`config.mk`:
```
export PLATFORM = sky130hd
export DESIGN_NAME = instruction_sequencer
export DESIGN_NICKNAME = d
export VERILOG_FILES = /design/src/rtl/controlpath_pkg.sv /design/src/rtl/program_counter.sv /design/src/rtl/instruction_sequencer.sv
export SDC_FILE = /design/constraint.sdc
export NUM_CORES = 1
export LEC_CHECK = 0
export ABC_AREA = 1
export CAP_MARGIN = 20
export CORE_UTILIZATION = 40
export CTS_CLUSTER_DIAMETER = 200
export DETAILED_ROUTE_END_ITERATION = 10
export GPL_ROUTABILITY_DRIVEN = 0
export PLACE_DENSITY_LB_ADDON = 0.1
export SLEW_MARGIN = 10
export SYNTH_ARGS = -nofsm -noshare
export SYNTH_HDL_FRONTEND = slang
export SYNTH_HIERARCHICAL = 1
export SYNTH_SLANG_ARGS = --single-unit
```
`constraint.sdc`:
```
create_clock -name clk -period 1.57 [get_ports clk]
set_input_delay 0.2355 -clock clk [delete_from_list [all_inputs] [get_ports clk]]
set_output_delay 0.2355 -clock clk [all_outputs]
set_load 0.01 [all_outputs]
```
`src/rtl/controlpath_pkg.sv`:
```
// Shared control-path definitions: sequencer state encodings and instruction width.
package controlpath_pkg;

    localparam logic [3:0] ST_IDLE      = 4'b0000;
    localparam logic [3:0] ST_FETCH     = 4'b0001;
    localparam logic [3:0] ST_DECODE    = 4'b0010;
    localparam logic [3:0] ST_EXECUTE   = 4'b0011;
    localparam logic [3:0] ST_WRITEBACK = 4'b0100;
    localparam logic [3:0] ST_STOPPED   = 4'b1000;

    localparam int INSTR_W = 32;

    typedef enum logic [3:0] {
        IDLE      = ST_IDLE,
        FETCH     = ST_FETCH,
        DECODE    = ST_DECODE,
        EXECUTE   = ST_EXECUTE,
        WRITEBACK = ST_WRITEBACK,
        STOPPED   = ST_STOPPED
    } seq_state_t;

endpackage

```
`src/rtl/program_counter.sv`:
```
// Program counter register: async reset to RESET_PC, advances by PC_STEP when enabled.
module program_counter #(
    parameter int                    PC_WIDTH = 32,
    parameter logic [PC_WIDTH-1:0]   RESET_PC = '0,
    parameter logic [PC_WIDTH-1:0]   PC_STEP  = PC_WIDTH'(1)
) (
    input  logic                clk,
    input  logic                reset,
    input  logic                inc_en,
    output logic [PC_WIDTH-1:0] pc
);

    logic [PC_WIDTH-1:0] pc_q;
    logic [PC_WIDTH-1:0] pc_d;

    // Addition is truncated to PC_WIDTH, so the top of the space wraps to 0.
    always_comb begin
        pc_d = pc_q;
        if (inc_en) begin
            pc_d = pc_q + PC_STEP;
        end
    end

    always_ff @(posedge clk or posedge reset) begin
        if (reset) begin
            pc_q <= RESET_PC;
        end else begin
            pc_q <= pc_d;
        end
    end

    assign pc = pc_q;

endmodule

```
`src/rtl/instruction_sequencer.sv`:
```
// Multi-cycle fetch/decode/execute/writeback sequencer owning the PC and instruction register.
module instruction_sequencer
    import controlpath_pkg::*;
#(
    parameter int                    PC_WIDTH = 32,
    parameter logic [PC_WIDTH-1:0]   RESET_PC = '0,
    parameter logic [PC_WIDTH-1:0]   PC_STEP  = PC_WIDTH'(1)
) (
    input  logic                clk,
    input  logic                reset,
    input  logic                run,
    input  logic                halt_req,
    output logic                imem_req,
    output logic [PC_WIDTH-1:0] imem_addr,
    input  logic                imem_valid,
    input  logic [31:0]         imem_data,
    output logic [31:0]         instruction,
    input  logic                invalid_instruction,
    input  logic [1:0]          alu_write_mask,
    output logic                alu_start,
    input  logic                alu_done,
    output logic [1:0]          alu_write,
    output logic                pc_inc,
    output logic [PC_WIDTH-1:0] pc,
    output logic                stopped,
    output logic                busy
);

    seq_state_t           state_q;
    seq_state_t           state_d;
    logic [INSTR_W-1:0]   instruction_q;
    logic [INSTR_W-1:0]   instruction_d;
    logic                 halt_pending_q;
    logic                 halt_pending_d;
    logic                 start_q;
    logic                 start_d;

    always_comb begin
        state_d        = state_q;
        instruction_d  = instruction_q;
        halt_pending_d = halt_pending_q | halt_req;
        start_d        = 1'b0;

        unique case (state_q)
            IDLE: begin
                // A halt request in the same cycle as run wins.
                halt_pending_d = 1'b0;
                if (run && !halt_req && !halt_pending_q) begin
                    state_d = FETCH;
                end
            end
            FETCH: begin
                if (imem_valid) begin
                    instruction_d = imem_data;
                    state_d       = DECODE;
                end
            end
            DECODE: begin
                if (invalid_instruction) begin
                    state_d = STOPPED;
                end else begin
                    state_d = EXECUTE;
                    start_d = 1'b1;
                end
            end
            EXECUTE: begin
                if (alu_done) begin
                    state_d = WRITEBACK;
                end
            end
            WRITEBACK: begin
                if (halt_pending_q || halt_req) begin
                    state_d        = IDLE;
                    halt_pending_d = 1'b0;
                end else begin
                    state_d = FETCH;
                end
            end
            STOPPED: begin
                halt_pending_d = halt_pending_q;
            end
            default: begin
                state_d        = IDLE;
                halt_pending_d = 1'b0;
            end
        endcase
    end

    always_ff @(posedge clk or posedge reset) begin
        if (reset) begin
            state_q        <= IDLE;
            instruction_q  <= '0;
            halt_pending_q <= 1'b0;
            start_q        <= 1'b0;
        end else begin
            state_q        <= state_d;
            instruction_q  <= instruction_d;
            halt_pending_q <= halt_pending_d;
            start_q        <= start_d;
        end
    end

    program_counter #(
        .PC_WIDTH (PC_WIDTH),
        .RESET_PC (RESET_PC),
        .PC_STEP  (PC_STEP)
    ) u_program_counter (
        .clk    (clk),
        .reset  (reset),
        .inc_en (state_q == WRITEBACK),
        .pc     (pc)
    );

    // Strobes come from registered state only; start_q marks the first EXECUTE cycle.
    always_comb begin
        imem_req  = (state_q == FETCH);
        alu_start = start_q;
        alu_write = (state_q == WRITEBACK) ? alu_write_mask : 2'b00;
        pc_inc    = (state_q == WRITEBACK);
        stopped   = (state_q == STOPPED);
        busy      = (state_q != IDLE) && (state_q != STOPPED);
    end

    assign imem_addr   = pc;
    assign instruction = instruction_q;

endmodule

```
==> results.ini, run 1 <==
[global_route]
grt-ovfl-total = 0
met3_usage = 0.0813
grtUsageMet2 = 0.361
track_usage = 0.203
grtUsageMet1 = 0.228
antenna_found_initial = 0
grt_max_degree = 39
busiest_layer = met2
grt_pass1_vias = 3347
grt_pass1_wl_um = 15500

[cells_and_area]
antennaDiodeCount = 0
fin_nets = 661
drive_above_1_share = 0.240
fillCellCount = 746
multi_input_area_mm2 = 0.00154
ff_latch_area_mm2 = 0.00177
final_cells = 732
area_growth_pct = 59.9

[power_and_ir_drop]
peakVddDrop_mv = 0.928
p_leak_nw = 3.14
powerDensity_mw_per_mm2 = 1200

[yosys]
synth.net_count = 478
ys_ff_latch = 70
postSynthCellCount = 436
syn_area_mm2 = 0.00363
synthTopCellsByArea = dfrtp_1, nand2_1, buf_4
yosysTopAreaCellShare = 0.482
yosysTopAreaCell = dfrtp_1
ys_types = 26
synth-seq-area-share = 0.482
yosys_warnings = 6
avgSynthCellArea_um2 = 8.34

[routing]
routed_via_density = 4.70
route.detailed.drc = 0
routed_wl_um = 9680
first_pass_iters = 4
ant_nets = 0
drt_iter0_drc = 88
routedWlPerCell_um = 13.2
vias = 3439

[cts]
clock_sinks = 70
root_buffer = clkbuf_8
hold_buffers = 0
cts_buffers = 9
clk_latency_ns = 0.33
cts_tree = done
clockBufferDepth = 2
htreeDepth = 3
path_clk_slew_ns = 0.08

[setup_path]
crit_type = reg -> out
worstPathCellList = nor2_4 > buf_4 > buf_4 > nand3_2 > inv_2 > buf_2
crit_top_cell = buf_4
cp_max_fo = 3
cp_slowest_cell = dfrtp_2
slowest_delay_ns = 0.43
cp.required_ns = 1.33
cp-end-kind = output pin
cp.arrival_ns = 1.43
start_kind = register

[timing]
fin_hold_ws_ns = 0.273
fin_skew_ns = 0.00989
max_freq_ghz = 0.599
finalHoldViolCount = 0
slew-limit-headroom = 0.688
drv_slew = 0
worst_pin_slew_ns = 0.467
setup_viol = 23
min_period_ns = 1.67
rsz0062_at_grt = yes
setup_slack_ns = -0.0999
fin_crit_sh = 1.06

[floorplanning]
die_w_um = 97.3
ioPinCount = 144
die_area_mm2 = 0.00947
core-area_mm2 = 0.00876
initial_utilization = 0.415
fp.dieH_um = 97.3
row_count = 34

[status]
failed_checks = negative setup slack
status = complete, but fails checks

[run]
drv_cap = 0

[placed_design]
placedCellCount = 666
place_hpwl_um = 6400
port_buffers = 143

[worst_hold_path]
hold_path_class = in -> async

==> cells in the final DEF (no fill, tap or decap), types with 12 or more instances in the layout <==
cell,instances
clkdlybuf4s50_1,112
dlymetal6s2s_1,15
buf_4,64
inv_1,38
xor2_1,14
nor2_1,29
nand4_1,13
nand2_1,126
nor2_4,12
nand3_1,44
dfrtp_2,17
dfrtp_1,53
==> per-stage QoR <==
stage	power, mW	area, um^2	utilization	TNS (ns)	worst slack (ns)
2_1_floorplan	3.91	3650	-	-0.0750	-0.0216
3_3_place_gp	5.23	5080	0.579	-0.352	-0.0798
3_5_place_dp	5.27	5080	0.579	-1.55	-0.139
4_1_cts	6.89	5490	0.627	-0.494	-0.0913
5_1_grt	7.42	5810	0.663	-3.83	-0.199
6_report	6.97	5810	0.663	-1.16	-0.0999
==> cell type report <==
| class | count | share of cell area |
|---|---|---|
| clock buffer | 13 | 0.0273 |
| clock inverter | 3 | 0.00732 |
| inverter | 43 | 0.0295 |
| multi-input combinational | 283 | 0.265 |
| sequential | 70 | 0.305 |
| tap | 108 | 0.0233 |
| timing repair buffer | 212 | 0.343 |
==> report_power, final <==
part / internal, mW / switching (mW)
Sequential: 2.27 / 0.256
Combinational: 1.50 / 1.44
Clock: 0.821 / 0.683
==> logic make-up after synthesis <==
logic type / count (synthesis) / synth area share
XOR/XNOR: 21 / 0.0506
AND/OR/NAND/NOR: 253 / 0.323
AO/OA/AOI/OAI: 5 / 0.00688
flip-flops: 70 / 0.482
adder cells (fa/ha/maj): 1 / 0.00344
buffers and inverters: 85 / 0.131
multiplexers: 1 / 0.00310
==> synthesized netlist by cell type, drive strengths merged <==
master and count:
xor2 14, nand2 142, buf 40, ha 1, nand3 51, clkbuf 2
mux2 1, and2 1, nor2 42, nor3 2, nand3b 2, o21ai 5
dfrtp 70, nand4 13, inv 43, xnor2 7
==> flip-flops by register name, indices dropped and copies added, names as in the netlist <==
| register | flops |
|---|---|
| halt_pending_q | 1 |
| state_q | 4 |
| instruction | 32 |
| alu_start | 1 |
| u_program_counter/pc | 32 |
==> worst max-delay path: cells and delay by family, from the launching register on <==
| kind | cells | cell delay, ns |
|---|---|---|
| AND/OR/NAND/NOR | 2 | 0.25 |
| buffers and inverters | 4 | 0.42 |
| flip-flops | 1 | 0.43 |
==> final timing paths <==
| path | start | to | slack [ns] | cells after the start |
|---|---|---|---|---|
| hold / removal | reset | instruction[27] | 0.27 | 3 |
| setup reg to reg | state_q[1] | u_program_counter/pc[25] | -0.1 | 11 |
| min in group clk | imem_data[6] | instruction[6] | 0.46 | 3 |
| setup / recovery | state_q[1] | stopped | -0.1 | 6 |
| max in group asynchronous | reset | u_program_counter/pc[13] | 0.91 | 3 |
| hold reg to reg | instruction[22] | instruction[22] | 0.47 | 2 |
==> per-layer routing <==
| layer | share of wire | up-vias |
|---|---|---|
| met5 | 0 | - |
| met4 | 0.0051 | 0 |
| met3 | 0.082 | 4 |
| met2 | 0.51 | 113 |
| met1 | 0.40 | 1624 |
| li1 | - | 1698 |
==> what timing repair did <==
item / 4_1_cts / 5_1_grt
gates cloned: 1 / 1
setup buffers: 20 / 28
pin swaps: 12 / 13
hold endpoints to repair: 0 / 0
resized for setup: 63 / 33
endpoints found under the setup margin: 113 / 100
Note: power is estimated with default switching activity, not from simulation.
==> run 2, diff against run 1 <==
--- a/config.mk
+++ b/config.mk
@@ -11,6 +11,7 @@
 export CTS_CLUSTER_DIAMETER = 200
 export DETAILED_ROUTE_END_ITERATION = 10
 export GPL_ROUTABILITY_DRIVEN = 0
+export MAX_ROUTING_LAYER = met4
 export PLACE_DENSITY_LB_ADDON = 0.1
 export SLEW_MARGIN = 10
 export SYNTH_ARGS = -nofsm -noshare
==> results.ini, run 2 (synthesis gave the netlist of run 1 again) <==
[status]
status = complete, but fails checks
failed_checks = negative setup slack

[routing]
routedWlPerCell_um = 13.2
routed_via_density = 4.73
drt_iter0_drc = 94
first_pass_iters = 4
route.detailed.drc = 0
vias = 3464
routed_wl_um = 9660
ant_nets = 0

[setup_path]
r2r_cells = 11
cp-end-kind = output pin
cp_top_family = flip-flops
start_kind = register
slowest_delay_ns = 0.43
crit_top_cell = buf_4
crit_type = reg -> out
cp.required_ns = 1.33
worstPathCellList = nor2_4 > buf_4 > buf_4 > nand3_2 > inv_2 > buf_2
cp_num_buf_inv = 4
regToRegSetupSlack_ns = -0.09
cp_max_fo = 3
r2r-start = state_q[1]
cp.arrival_ns = 1.43
reg2reg_to = u_program_counter/pc[25]
cp_slowest_cell = dfrtp_2
crit_cells = 6

[placed_design]
placedCellCount = 666
place_hpwl_um = 6400
post_dp_cell_area_mm2 = 0.00508
dp_slack_ns = -0.139
port_buffers = 143

[global_route]
grt_pass1_vias = 3343
track_usage = 0.209
grt_pass1_wl_um = 15500
grt-ovfl-total = 0
grt_max_degree = 39
antenna_found_initial = 0

[cells_and_area]
antennaDiodeCount = 0
fin_nets = 661
drive_above_1_share = 0.240
fillCellCount = 747
area_growth_pct = 59.9
fin_area_mm2 = 0.00581
final_core_util = 0.663
layout_commonest_cell = nand2_1
final_cells = 732
final_cell_mix = nand2_1, clkdlybuf4s50_1, buf_4

[worst_hold_path]
hold_path_class = in -> async

[timing]
drv_slew = 0
worst_pin_slew_ns = 0.466
min_period_ns = 1.67
setup_viol = 22
fin_crit_sh = 1.06
rsz0062_at_grt = yes
setup_slack_ns = -0.0956
fin_skew_ns = 0.00823
max_freq_ghz = 0.600
slew-limit-headroom = 0.688
finalHoldViolCount = 0

[floorplanning]
ioPinCount = 144
fp.dieH_um = 97.3
core-area_mm2 = 0.00876
die_area_mm2 = 0.00947
die_w_um = 97.3
row_count = 34
initial_utilization = 0.415

[cts]
root_buffer = clkbuf_8
hold_buffers = 0
clock_sinks = 70
cts_buffers = 9
clk_latency_ns = 0.33
path_clk_slew_ns = 0.08
htreeDepth = 3
clockBufferDepth = 2
cts_tree = done

[power_and_ir_drop]
peakVddDrop_mv = 0.928
powerDensity_mw_per_mm2 = 1200
p_leak_nw = 3.14

[run]
drv_cap = 0

-- run 2: how the worst max path moves through the flow --
stage                     startpoint  slack [ns]                  endpoint
after floorplan           state_q[0]       -0.02  u_program_counter/pc[26]
after global placement    state_q[0]       -0.08  u_program_counter/pc[26]
after detailed placement  state_q[0]       -0.14  u_program_counter/pc[30]
after CTS                 state_q[0]       -0.09  u_program_counter/pc[24]
after global routing      state_q[1]       -0.20  u_program_counter/pc[24]
final                     state_q[1]        -0.1                   stopped
-- run 2: worst min-delay path: stages --
cell	delay [ns]
clkdlybuf4s50_1	0.42
inv_1	0.10
buf_12	0.23
-- run 2: routing by layer --
| layer | GRT usage | wire, um | vias to the layer above | part of all wire |
|---|---|---|---|---|
| met3 | 0.0719 | 740 | 4 | 0.077 |
| met4 | 0.0441 | 49 | 0 | 0.0051 |
| met5 | - | 0 | - | 0 |
| met2 | 0.361 | 4960 | 123 | 0.51 |
| li1 | - | - | 1698 | - |
| met1 | 0.234 | 3910 | 1639 | 0.40 |
-- run 2: report_power, final --
group / internal, mW / switching, mW / leakage [nW]
sequential: 2.27 / 0.257 / 0.896
clock: 0.821 / 0.678 / 0.0996
combinational: 1.50 / 1.44 / 2.14
total: 4.59 / 2.37 / 3.14
-- run 2: through the flow --
stage | power, mW | hold WS (ns) | setup TNS (ns)
after floorplan | 3.91 | 0.313 | -0.0750
after global placement | 5.23 | 0.452 | -0.352
after detailed placement | 5.27 | 0.458 | -1.55
after CTS | 6.89 | 0.277 | -0.494
after global routing | 7.42 | 0.305 | -3.82
final | 6.96 | 0.279 | -1.05
-- run 2: timing repair --
item,in CTS,in global routing
resized for setup,63,33
pin swaps,12,13
setup buffers,20,28
cloned,1,1
hold endpoints to repair,0,0
endpoints found under the setup margin,113,100
-- run 2: layout make-up --
class / instances / area, um^2 / area share
Timing Repair Buffer: 212 / 1990 / 0.343
Clock buffer: 13 / 159 / 0.0273
Multi-Input combinational cell: 283 / 1540 / 0.265
Clock inverter: 3 / 42.5 / 0.00732
Tap cell: 108 / 135 / 0.0233
Sequential cell: 70 / 1770 / 0.305
Inverter: 43 / 171 / 0.0295
==> variant 1 (flow settings as in run 2) <==
Make the reset (`reset`) synchronous in 2 clocked blocks. Comments in the files are not updated.
--- a/src/rtl/program_counter.sv
+++ b/src/rtl/program_counter.sv
@@ -22,5 +22,5 @@
     end
 
-    always_ff @(posedge clk or posedge reset) begin
+    always_ff @(posedge clk) begin
         if (reset) begin
             pc_q <= RESET_PC;
--- a/src/rtl/instruction_sequencer.sv
+++ b/src/rtl/instruction_sequencer.sv
@@ -87,5 +87,5 @@
     end
 
-    always_ff @(posedge clk or posedge reset) begin
+    always_ff @(posedge clk) begin
         if (reset) begin
             state_q        <= IDLE;
Behaviour: differs if reset is asserted again (counterexample within 4 cycles, from zero or initial values and one cycle with reset high); with reset held inactive, the same outputs for 10 cycles.
==> variant 1 against run 2 <==
The run still ends with setup timing left. Global-route usage down 1.0 points. Sequential cell count unchanged. Total power down 24%. Fmax up 4.4%. Wire length down 0.42%. Synthesized area up 7.2%. Non-clock buffer count down 45. Setup slack better by 0.070 ns. Cell area down 2.8%. Largest cell class is now multi-input combinational cells.
==> variant 1: results <==
group,metric,value,unit
drt,wl_per_cell,12.6,um
critical_path,r2r_start,"state_q[0]",
pwr,leakage,2.31,nW
clock_network,root_buffer,"clkbuf_8",
drt,drt_wl_total,9620,um
clock_network,holdBufCountCts,0,
final_layout,insertedDiodeCount,0,
timing,fin_hold_ws,0.324,ns
final_layout,drive_above_1_share,30.5,%
critical_path,rr_endpoint,"u_program_counter/pc[12]",
global_routing,antenna_found_initial,0,
global_routing,grt_pass1_vias,3461,
critical_path,path_max_fanout,6,
critical_path,arrival,1.82,ns
timing,setup_ws,-0.0252,ns
status,violations,"setup timing",
synthesis,synth_ff_type,"dfxtp_1",
final_layout,nFillCells,840,
synthesis,ys_async_sr_fraction,0,%
place,port_buffers,143,
status,status,"finished, violations left",
critical_path,path_delay_family,"simple AND/OR/NAND/NOR gates",
place,pre_cts_slack,-0.101,ns
synthesis,syn_area_per_cell,7.81,sq um
clock_network,clock_path_buffers,2,
timing,slew_headroom,77.8,%
global_routing,grt_usage,19.9,%
drt,via_count,3599,
clock_network,htreeDepth,3,
synthesis,synthTopCellsByCount,"86 x nand2_1, 70 x dfxtp_1, 48 x nor2_1, 47 x inv_1, 40 x nand3_1",
timing,setup-violations-final,7,
hold_path,hp-start,"imem_valid",
global_routing,grt_pass1_wl,15700,um
final_layout,nets,670,
critical_path,slowest_delay,0.34,ns
hold_path,hold_path.class,"input pin to register",
critical_path,reg2reg_depth,10,
synthesis,synthTopCellsByArea,"dfxtp_1 36%, nand2_1 8.3%, buf_4 6.5%, nand3_1 5.1%, nand3_2 5.1%",
clock_network,numCtsBuffers,9,
place,placed_cells,742,
place,placed_area,0.00527,sq mm
synthesis,yosysSeqAreaShare,36.0,%
synthesis,yosysUniqueCellTypes,35,
critical_path,critPathSlowestCell,"dfxtp_2",
global_routing,grt_max_degree,48,
clock_network,cts.reportedPaths.clkPinSlew,0.07,ns
synthesis,syn_nets,541,
critical_path,path_class,"register to register",
pwr,ir_drop,0.558,mV
drt,drt_first_iter_violations,77,
hold_path,holdPathStages,3,
drt,first_pass_iters,4,
timing,tns,-0.109,ns
place,hpwl,6720,um
timing,skew,0.0111,ns
==> variant 1: how the worst min path moves through the flow <==
stage / end
finish: instruction[21]
global placement: instruction[19]
global route: instruction[22]
floorplan: instruction[10]
detailed placement: instruction[21]
CTS: instruction[21]
==> variant 1: what timing repair did <==
action,in CTS,in global routing
setup endpoints to repair,80,52
buffers inserted,0,3
hold endpoints to repair,0,0
resized for setup,56,36
pin swaps,1,12
gates cloned,0,1
==> variant 1: area by class of cell <==
type                            instances  area [sq um]  share of cell area [%]
Clock inverter                          6          83.8                    1.48
Clock buffer                           10           138                    2.44
Tap cell                              129           161                    2.86
Sequential cell                        70          1450                    25.7
Timing Repair Buffer                  167          1630                    28.8
Multi-Input combinational cell        329          1980                    35.1
Inverter                               51           206                    3.66
==> variant 1: metal layers <==
| metal | GRT usage [%] | wire length (um) | vias up |
|---|---|---|---|
| li1 | - | - | 1825 |
| met1 | 22.9 | 4150 | 1658 |
| met2 | 33.4 | 4740 | 102 |
| met3 | 4.99 | 577 | 14 |
| met4 | 7.36 | 157 | 0 |
| met5 | - | 0 | - |
==> variant 1: power by group <==
| group | internal, mW | switching [mW] | total, mW |
|---|---|---|---|
| clock | 0.934 | 0.704 | 1.64 |
| combinational | 0.756 | 0.900 | 1.66 |
| sequential | 1.92 | 0.0920 | 2.01 |
==> variant 1: cells by family (layout without fill, tap and decap cells) <==
kind of cell,count (synthesis),in the layout,synth area share [%]
simple gates,259,260,36.1
buf+inv,101,234,16.3
flops,70,70,36.0
compound gates,65,65,10.7
xor+xnor,3,3,0.674
fa+ha+maj,1,1,0.321
==> variant 2 (config.mk and constraints of run 2) <==
Without the edit above. `PC_WIDTH` is set to 32 in 2 places; all go to 64.
--- a/src/rtl/program_counter.sv
+++ b/src/rtl/program_counter.sv
@@ -1,5 +1,5 @@
 // Program counter register: async reset to RESET_PC, advances by PC_STEP when enabled.
 module program_counter #(
-    parameter int                    PC_WIDTH = 32,
+    parameter int                    PC_WIDTH = 64,
     parameter logic [PC_WIDTH-1:0]   RESET_PC = '0,
     parameter logic [PC_WIDTH-1:0]   PC_STEP  = PC_WIDTH'(1)
--- a/src/rtl/instruction_sequencer.sv
+++ b/src/rtl/instruction_sequencer.sv
@@ -3,5 +3,5 @@
     import controlpath_pkg::*;
 #(
-    parameter int                    PC_WIDTH = 32,
+    parameter int                    PC_WIDTH = 64,
     parameter logic [PC_WIDTH-1:0]   RESET_PC = '0,
     parameter logic [PC_WIDTH-1:0]   PC_STEP  = PC_WIDTH'(1)
Interface: changed (resized imem_addr and pc); port bits go from 144 to 208. No check against the original RTL was run, so the function may have changed too.
==> variant 2 against run 2 <==
The flow still finishes with violations (setup timing). Synthesized cell count up 74%. Total power up 24%. Wire length up 93%. Cell area up 67%. Cell count up 73%. Sequential cell count up 32. Largest power group is now sequential cells. Combinational power up 3%. Synthesized area up 61%. Highest routed layer unchanged. Clock power up 47%. Clock skew up 0.0028 ns. Global-route usage up 4.5 points. Count of clock-buffer cells in the layout down 2. Setup slack better by 0.0061 ns.
==> variant 2: results <==
group,metric,value,unit
drt,wl_met2,9230,um
critical_path,r2r_start,"state_q[0]",
status,violations,"setup timing",
global_routing,grt_pass1_wl,28600,um
place,placed_cells,1176,
critical_path,critPathSlowestCell,"dfrtp_1",
pwr,ir_drop,0.923,mV
timing,tns,-1.22,ns
final_layout,drive_above_1_share,31.0,%
clock_network,post-cts-setup-buffers,55,
timing,setup_ws,-0.0895,ns
drt,wl_per_cell,14.7,um
critical_path,reg2reg_depth,10,
drt,wl_met1,7810,um
drt,drt_first_iter_violations,343,
critical_path,path_delay_family,"simple AND/OR/NAND/NOR gates",
timing,fin_hold_ws,0.219,ns
clock_network,root_buffer,"clkbuf_16",
synthesis,synth_xor_area_share,6.27,%
pwr,leakage,5.40,nW
global_routing,grt_pass1_vias,5961,
global_routing,grt_use_met2,41.3,%
drt,viasPerCell,4.87,
synthesis,synthTopCellsByArea,"dfrtp_1 44%, nand2_1 16%, buf_4 8.7%, nor2_1 6.0%, nand3_1 5.3%",
status,status,"finished, violations left",
critical_path,arrival,1.93,ns
clock_network,clk_latency,0.36,ns
global_routing,grt_max_degree,65,
timing,setup-violations-final,25,
synthesis,synth_fa_ha_area_share,0.213,%
place,placed_area,0.00844,sq mm
global_routing,grt_usage,25.4,%
place,port_buffers,207,
drt,first_pass_iters,5,
final_layout,nets,1121,
critical_path,path_max_fanout,5,
pwr,switchingPower,2.85,mW
-- variant 2: cell types whose count changed in the layout (fill, tap and decap cells not counted), moves of 29 or more --
| cell | change |
|---|---|
| buf_4 | +95 |
| nand2_1 | +91 |
| dlygate4sd2_1 | +81 |
| clkdlybuf4s50_1 | -35 |
| dfrtp_1 | +34 |
| nor2_1 | +29 |
-- variant 2: worst max path at each step --
stage / from / to / slack, ns / cells past startpoint
6_report: state_q[0] / u_program_counter/pc[30] / -0.09 / 10
5_1_grt: state_q[0] / u_program_counter/pc[30] / -0.23 / 10
4_1_cts: state_q[1] / u_program_counter/pc[30] / -0.12 / 10
3_5_place_dp: state_q[0] / u_program_counter/pc[57] / -0.17 / 12
3_3_place_gp: state_q[0] / u_program_counter/pc[49] / -0.10 / 12
2_1_floorplan: state_q[0] / u_program_counter/pc[49] / -0.04 / 12
-- variant 2: through the flow --
stage               worst slack (ns)  utilization [%]
floorplan                    -0.0351                -
global placement              -0.104             59.9
detailed placement            -0.169             59.9
CTS                           -0.121             65.3
global route                  -0.228             68.8
finish                       -0.0895             68.8
-- variant 2: cell type report --
type	instances	area, sq um
clock inverter	5	42.5
fill	1169	4400
timing repair buffer	381	3430
timing repair inverter	1	6.26
clock buffer	11	253
sequential	102	2570
multi-input combinational	524	2930
tap	180	225
inverter	60	246
-- variant 2: power groups by stage --
stage               Combinational, mW  Sequential (mW)  Clock, mW
detailed placement               2.86             3.41          0
floorplan                        1.16             3.61          0
finish                           3.03             3.38       2.21
global placement                 2.79             3.39          0
global route                     3.32             3.43       2.36
CTS                              2.94             3.38       2.28
-- variant 2: logic make-up after synthesis --
logic type | count (synthesis)
AOI/OAI and AO/OA | 8
xor gates and xnor gates | 42
adders and majority gates | 1
buffers and inverters | 135
DFF | 102
and+or+nand+nor | 472
